[src/rtl/lcd_pkg.sv]
// lcd_pkg: LCD command bytes, controller state encoding and small decode helpers.
package lcd_pkg;

    localparam logic [7:0] CMD_FSET    = 8'h38;
    localparam logic [7:0] CMD_DISP_ON = 8'h0C;
    localparam logic [7:0] CMD_ENTRY   = 8'h06;
    localparam logic [7:0] CMD_CLEAR   = 8'h01;
    localparam logic [7:0] DDRAM_ROW1  = 8'h80;
    localparam logic [7:0] DDRAM_ROW2  = 8'hC0;
    localparam logic [7:0] ASCII_SPACE = 8'h20;

    // Declaration order is the forward sequence; only ROW2 loops back to IDLE.
    typedef enum logic [3:0] {
        S_PWRUP, S_FSET, S_DISP, S_ENTRY, S_CLEAR,
        S_IDLE, S_ADDR1, S_ROW1, S_ADDR2, S_ROW2
    } state_e;

    function automatic logic is_row(state_e s);
        return s == S_ROW1 || s == S_ROW2;
    endfunction

    function automatic logic [7:0] cmd_byte(state_e s);
        return s == S_FSET  ? CMD_FSET    :
               s == S_DISP  ? CMD_DISP_ON :
               s == S_ENTRY ? CMD_ENTRY   :
               s == S_CLEAR ? CMD_CLEAR   :
               s == S_ADDR1 ? DDRAM_ROW1  : DDRAM_ROW2;
    endfunction

endpackage

[src/rtl/lcd_slot_timer.sv]
// lcd_slot_timer: divides clk into bus slots of 2*CLK_DIV cycles.
//   clk, rst (sync, active-low) in; slot_end high on the last cycle of a slot,
//   e_rise high on the cycle before the E-high half of a slot.
module lcd_slot_timer #(
    parameter int CLK_DIV = 5
) (
    input  logic clk,
    input  logic rst,
    output logic slot_end,
    output logic e_rise
);

    localparam int W = CLK_DIV > 1 ? $clog2(CLK_DIV) : 1;
    localparam logic [W-1:0] LAST = W'(CLK_DIV - 1);

    logic [W-1:0] cnt_q, cnt_d;
    logic         phase_q, phase_d;

    always_comb begin
        cnt_d   = cnt_q == LAST ? '0 : cnt_q + 1'b1;
        phase_d = cnt_q == LAST ? ~phase_q : phase_q;
    end

    always_ff @(posedge clk) begin
        if (!rst) begin
            cnt_q   <= '0;
            phase_q <= 1'b0;
        end else begin
            cnt_q   <= cnt_d;
            phase_q <= phase_d;
        end
    end

    assign slot_end = phase_q && cnt_q == LAST;
    assign e_rise   = !phase_q && cnt_q == LAST;

endmodule

[src/rtl/lcd_refresh_ctrl.sv]
// lcd_refresh_ctrl: HD44780 init sequencer, 32-byte shadow frame buffer and refresh engine.
//   clk, rst (sync, active-low) in.
//   Host port: wr_req/wr_line/wr_col/wr_char in, wr_ack out (one-cycle commit pulse).
//   ready out: init done. LCD pins: lcd_e, lcd_rs, lcd_rw, lcd_data[7:0] out.
module lcd_refresh_ctrl
    import lcd_pkg::*;
#(
    parameter int CLK_DIV = 5,
    parameter int T_PWRUP = 70,
    parameter int T_CMD   = 30,
    parameter int T_CLEAR = 200
) (
    input  logic       clk,
    input  logic       rst,
    input  logic       wr_req,
    input  logic       wr_line,
    input  logic [3:0] wr_col,
    input  logic [7:0] wr_char,
    output logic       wr_ack,
    output logic       ready,
    output logic       lcd_e,
    output logic       lcd_rs,
    output logic       lcd_rw,
    output logic [7:0] lcd_data
);

    state_e     state_q, state_d;
    logic [7:0] wait_q, wait_d, limit;
    logic [3:0] col_q, col_d;
    logic       dirty_q, dirty_d, ack_q, ack_d, ready_q, ready_d;
    logic       strobe_q, strobe_d, e_q, e_d, rs_q, rs_d, rw_q, rw_d;
    logic [7:0] data_q, data_d;
    logic [7:0] buf_q [32];
    logic [7:0] buf_d [32];
    logic       slot_end, e_rise, accept, done;

    lcd_slot_timer #(.CLK_DIV(CLK_DIV)) u_timer (
        .clk      (clk),
        .rst      (rst),
        .slot_end (slot_end),
        .e_rise   (e_rise)
    );

    // wait_q counts slots already spent in a state; the strobed slot of a
    // command is its first, so PWRUP (no strobe) stops one slot earlier.
    always_comb begin
        limit = state_q == S_PWRUP ? 8'(T_PWRUP - 1) :
                state_q == S_CLEAR ? 8'(T_CLEAR)     :
                (state_q == S_FSET || state_q == S_DISP || state_q == S_ENTRY) ? 8'(T_CMD) : 8'd0;
        done = is_row(state_q) ? col_q == 4'd15 : state_q == S_IDLE ? dirty_q : wait_q == limit;
        state_d = state_q;
        wait_d  = wait_q;
        col_d   = col_q;
        if (slot_end) begin
            state_d = !done ? state_q : state_q == S_ROW2 ? S_IDLE : state_e'(state_q + 4'd1);
            wait_d  = done ? 8'd0 : wait_q + 8'd1;
            col_d   = is_row(state_q) ? col_q + 4'd1 : col_q;
        end
    end

    // A host write beats the dirty clear of an IDLE->ADDR1 hand-off in the same cycle.
    always_comb begin
        accept  = wr_req && !ack_q;
        ack_d   = accept;
        buf_d   = buf_q;
        if (accept) buf_d[{wr_line, wr_col}] = wr_char;
        dirty_d = accept | (dirty_q & ~(slot_end && state_q == S_IDLE));
        ready_d = ready_q | (state_d == S_IDLE);
    end

    // Bus fields load at the slot boundary from the pre-write buffer (read-before-write).
    always_comb begin
        strobe_d = strobe_q;
        rs_d     = rs_q;
        rw_d     = rw_q;
        data_d   = data_q;
        e_d      = slot_end ? 1'b0 : e_rise ? strobe_q : e_q;
        if (slot_end) begin
            strobe_d = is_row(state_d) || (wait_d == 8'd0 && state_d != S_PWRUP && state_d != S_IDLE);
            rs_d     = is_row(state_d);
            rw_d     = !strobe_d;
            data_d   = !strobe_d ? 8'd0 : is_row(state_d) ? buf_q[{state_d == S_ROW2, col_d}] : cmd_byte(state_d);
        end
    end

    always_ff @(posedge clk) begin
        if (!rst) begin
            state_q  <= S_PWRUP;
            wait_q   <= 8'd0;
            col_q    <= 4'd0;
            dirty_q  <= 1'b1;
            ack_q    <= 1'b0;
            ready_q  <= 1'b0;
            strobe_q <= 1'b0;
            e_q      <= 1'b0;
            rs_q     <= 1'b0;
            rw_q     <= 1'b1;
            data_q   <= 8'd0;
            for (int i = 0; i < 32; i++) buf_q[i] <= ASCII_SPACE;
        end else begin
            state_q  <= state_d;
            wait_q   <= wait_d;
            col_q    <= col_d;
            dirty_q  <= dirty_d;
            ack_q    <= ack_d;
            ready_q  <= ready_d;
            strobe_q <= strobe_d;
            e_q      <= e_d;
            rs_q     <= rs_d;
            rw_q     <= rw_d;
            data_q   <= data_d;
            buf_q    <= buf_d;
        end
    end

    assign wr_ack   = ack_q;
    assign ready    = ready_q;
    assign lcd_e    = e_q;
    assign lcd_rs   = rs_q;
    assign lcd_rw   = rw_q;
    assign lcd_data = data_q;

endmodule

[config.mk]
export PLATFORM = sky130hd
export DESIGN_NAME = lcd_refresh_ctrl
export DESIGN_NICKNAME = d
export VERILOG_FILES = /design/src/rtl/lcd_pkg.sv /design/src/rtl/lcd_slot_timer.sv /design/src/rtl/lcd_refresh_ctrl.sv
export SDC_FILE = /design/constraint.sdc
export NUM_CORES = 1
export LEC_CHECK = 0
export CORE_ASPECT_RATIO = 2
export CORE_MARGIN = 4
export CORE_UTILIZATION = 69
export CTS_BUF_LIST = sky130_fd_sc_hd__clkbuf_8
export DETAILED_ROUTE_END_ITERATION = 8
export GPL_TIMING_DRIVEN = 0
export PLACE_DENSITY = 0.87
export SLEW_MARGIN = 10
export SYNTH_ARGS = -nofsm -noshare
export SYNTH_HDL_FRONTEND = slang
export SYNTH_HIERARCHICAL = 1
export SYNTH_SLANG_ARGS = --single-unit
[constraint.sdc]
create_clock -name clk -period 7.2 [get_ports clk]
set_input_delay 1.08 -clock clk [delete_from_list [all_inputs] [get_ports clk]]
set_output_delay 1.08 -clock clk [all_outputs]
set_load 0.1 [all_outputs]
==> results.md <==
- Number of buffers added on ports: 25
- Root buf cell: clkbuf_8
- Share of layout cells above drive strength 1: 7.638%
- Die Width: 106.2 µm
- CP most frequent cell: clkbuf_1
- First-pass GRT wire length: 67300 µm
- Routability cong.: 1.010
- Wl on met1: 14280 µm
- N_diodes: 0
- Worst Setup SP: u_timer/cnt_q[0]
- Initial antenna violation count: 0
- Clock Sinks: 291
- Slowest cell on the critical path: clkbuf_1
- Status: finished clean
- Area occupied by multi-input gates: 7047 µm²
- Overflow left after global routing: 0
- First-pass detailed-route iteration total: 6
- Commonest register cell after synthesis: dfxtp_1
- Most frequent cells in the layout: dfxtp_1 (291), nor2_1 (273), mux2i_1 (273)
- TritonCTS clock tree: built
- Req. time, crit path: 7.64 ns
- Async SR Flop Fraction: 0%
- H-Tree Depth: 2
- Worst hold start: strobe_q
- Post-synthesis area per instance: 9.051 µm²
- Largest net degree at the start of global routing: 12
- Setup TNS: 0 ns
- Crit Path Max Fanout: 10
- FMAX: 175.1 MHz
- Layout fillers: 1360
- Top layer in use: met4
- Critical Path Sink Type: flip-flop
- Yosys cell types: 68
- Routed wire length: 44650 µm
- Slew Limit Fails: 0
- Seq cells post-synth: 291
- WP data arrival: 6.15 ns
- CP Cell Sequence: inv_1 -> ha_1 -> and3_2 -> clkbuf_1 -> nand2_1 -> a21oi_4 -> mux2i_2 -> buf_6 -> clkbuf_1 -> buf_1 -> nand3_1 -> a32oi_1 -> o221ai_1 -> o22ai_1 -> o31ai_1
- Worst setup skew after layout: 0.01790 ns
- Metal3 WL: 3521 µm
- Post_cts resized: 0
- Nets: 1559
- Slew @ Worst Pin: 1.225 ns
- Die footprint: 21720 µm²
- Total nets after synthesis: 1491
- FF-to-FF Start: u_timer/cnt_q[0]
- Hold_buf cts: 0
- Relative slew margins: 18.02%
- Post-detail-place hpwl: 31230 µm
- Final Power: 3.144 mW
- Sequential Area: 5826 µm²
- Via count: 11960
- RSZ-0062 raised after global routing: no
- Worst skew pair latency: 0.56 ns
- Period utilization: 79.32%
- # DRC: 0
- Post-Syn Instances: 1471
- CP max stage delay: 0.77 ns
- FF-to-FF setup slack: 1.49 ns
- Most common cell after layout, fill and taps aside: dfxtp_1
- Number of global-route vias before repair: 12260
- P&R area growth vs syn: 10.86%
- Post CTS Setup Buffer Count: 0
- Startpoint class of the critical path: flip-flop
- Vias per cell: 6.548
- Boundary Pins: 29
- Global-route usage over all layers: 41.07%
- DR WL/cell: 24.45 µm
- Minimum clock period: 5.711 ns
- Yosys warning count: 6
- Setup CP Type: reg -> reg
- Seq/Total Area, Yosys: 43.76%
- Inserted Clock Buffers: 40
- Peak VDD IR: 193.3 µV
- Die Y: 204.4 µm
- Core Rows: 71
- Core ar.: 18920 µm²
- CTS clk-pin slew, worst paths: 0.07 ns
- DR iter-0 viols: 1277
- MaxCap Viol Count: 0
- Hold WC Path Type: reg -> reg
- Lkg Pwr: 6.090 nW
- Wire length on met2: 21570 µm
- CTS Buffer Depth: 3
- Final setup violation count: 0
- Initial cell density of the core: 70.36%
- PwrDens: 213.0 nW/µm²
- Antenna-violating nets left: 0
- Final hold violation count: 0
- Mapped cell area: 13310 µm²
- Post-synth EDFFs: 0
==> final cells by class <==
class	instances	share of cell area (%)
well taps	255	2.162
multi-input cells	1070	47.74
clock buffers	51	4.755
clock inverters	23	1.085
plain buffers	104	2.865
repair buffers	26	1.772
inverters	6	0.1526
flip-flops and latches	291	39.47
==> layer usage <==
metal  track usage [%]  vias up
met5                 0        -
met4             41.27        0
met3             6.576      318
met2             68.65      789
met1             41.96     5629
li1                  -     5220
==> metrics by stage <==
stage / instance area [µm²] / worst slack (ns) / util (%) / hold slack, ns / cells
floorplan: 13310 / 3.828 / - / 0.4221 / 1471
finish: 14760 / 1.489 / 78.01 / 0.4460 / 1826
CTS: 14760 / 1.859 / 78.01 / 0.4481 / 1826
global placement: 13880 / 1.323 / 73.37 / 0.4331 / 1751
global route: 14760 / 1.449 / 78.01 / 0.4818 / 1826
detailed placement: 13900 / 1.968 / 73.45 / 0.4369 / 1752
==> Yosys cell counts (3+ instances only) <==
| master | count | area (µm²) |
|---|---|---|
| o21ai_1 | 3 | 15.01 |
| nor4_1 | 4 | 25.02 |
| dfxtp_1 | 291 | 5826 |
| nor3_1 | 15 | 75.07 |
| a31oi_1 | 5 | 31.28 |
| o21ai_0 | 9 | 45.04 |
| a32oi_1 | 9 | 78.83 |
| o21a_1 | 3 | 22.52 |
| ha_1 | 4 | 50.05 |
| nor2b_1 | 4 | 25.02 |
| a22oi_1 | 3 | 22.52 |
| buf_4 | 3 | 22.52 |
| a22o_1 | 3 | 26.28 |
| nor3b_1 | 4 | 30.03 |
| inv_1 | 5 | 18.77 |
| mux4_2 | 29 | 653.1 |
| nor2_1 | 273 | 1025 |
| o221ai_1 | 6 | 52.55 |
| buf_1 | 3 | 11.26 |
| or2_2 | 3 | 18.77 |
| xnor2_1 | 10 | 87.58 |
| nand2_1 | 220 | 825.8 |
| nand4_1 | 3 | 18.77 |
| or3_1 | 3 | 18.77 |
| xor2_1 | 7 | 61.31 |
| buf_2 | 5 | 25.02 |
| o31ai_1 | 5 | 37.54 |
| and3_1 | 5 | 31.28 |
| clkbuf_1 | 91 | 341.6 |
| mux2i_1 | 274 | 2743 |
| nand3b_1 | 4 | 30.03 |
| a21oi_1 | 44 | 220.2 |
| nand3_1 | 70 | 350.3 |
| o22ai_1 | 8 | 50.05 |
| nand2b_1 | 3 | 18.77 |
==> critical path, delay by kind of cell (launching register included) <==
kind            cells  cell delay (ns)
buf+inv             5             2.29
compound gates      5             1.65
simple gates        3             0.69
mux                 1             0.41
flops               1             0.31
fa+ha+maj           1             0.22
==> registers in the layout, summed over array words and instances (netlist names), 3 cells and up <==
register / cells
lcd_data: 8
state_q: 4
wait_q: 8
col_q: 4
u_timer/cnt_q: 3
buf_q: 256
==> power by group <==
part	total [mW]	switching, mW	internal [mW]
Clock	1.37	0.656	0.716
Combinational	0.146	0.109	0.0367
Sequential	1.63	0.00624	1.62
Total	3.14	0.771	2.37
==> logic make-up (layout without fill, tap and decap cells) <==
kind of cell | count (synthesis) | in the layout | share of synthesized area [%]
DFF | 291 | 291 | 43.76
and+or+nand+nor | 623 | 623 | 19.50
xor gates and xnor gates | 19 | 19 | 1.363
adders and majority gates | 4 | 4 | 0.3759
buffers and inverters | 110 | 210 | 3.345
muxes | 304 | 304 | 25.59
AOI/OAI and AO/OA | 120 | 120 | 6.071
==> path summary, 6_finish.rpt <==
check / cells past startpoint / end
max: 15 / lcd_data[4]
min reg2reg: 2 / strobe_q
min: 2 / strobe_q
max reg2reg: 15 / lcd_data[4]
No activity file was read; power rests on OpenSTA's default activity.
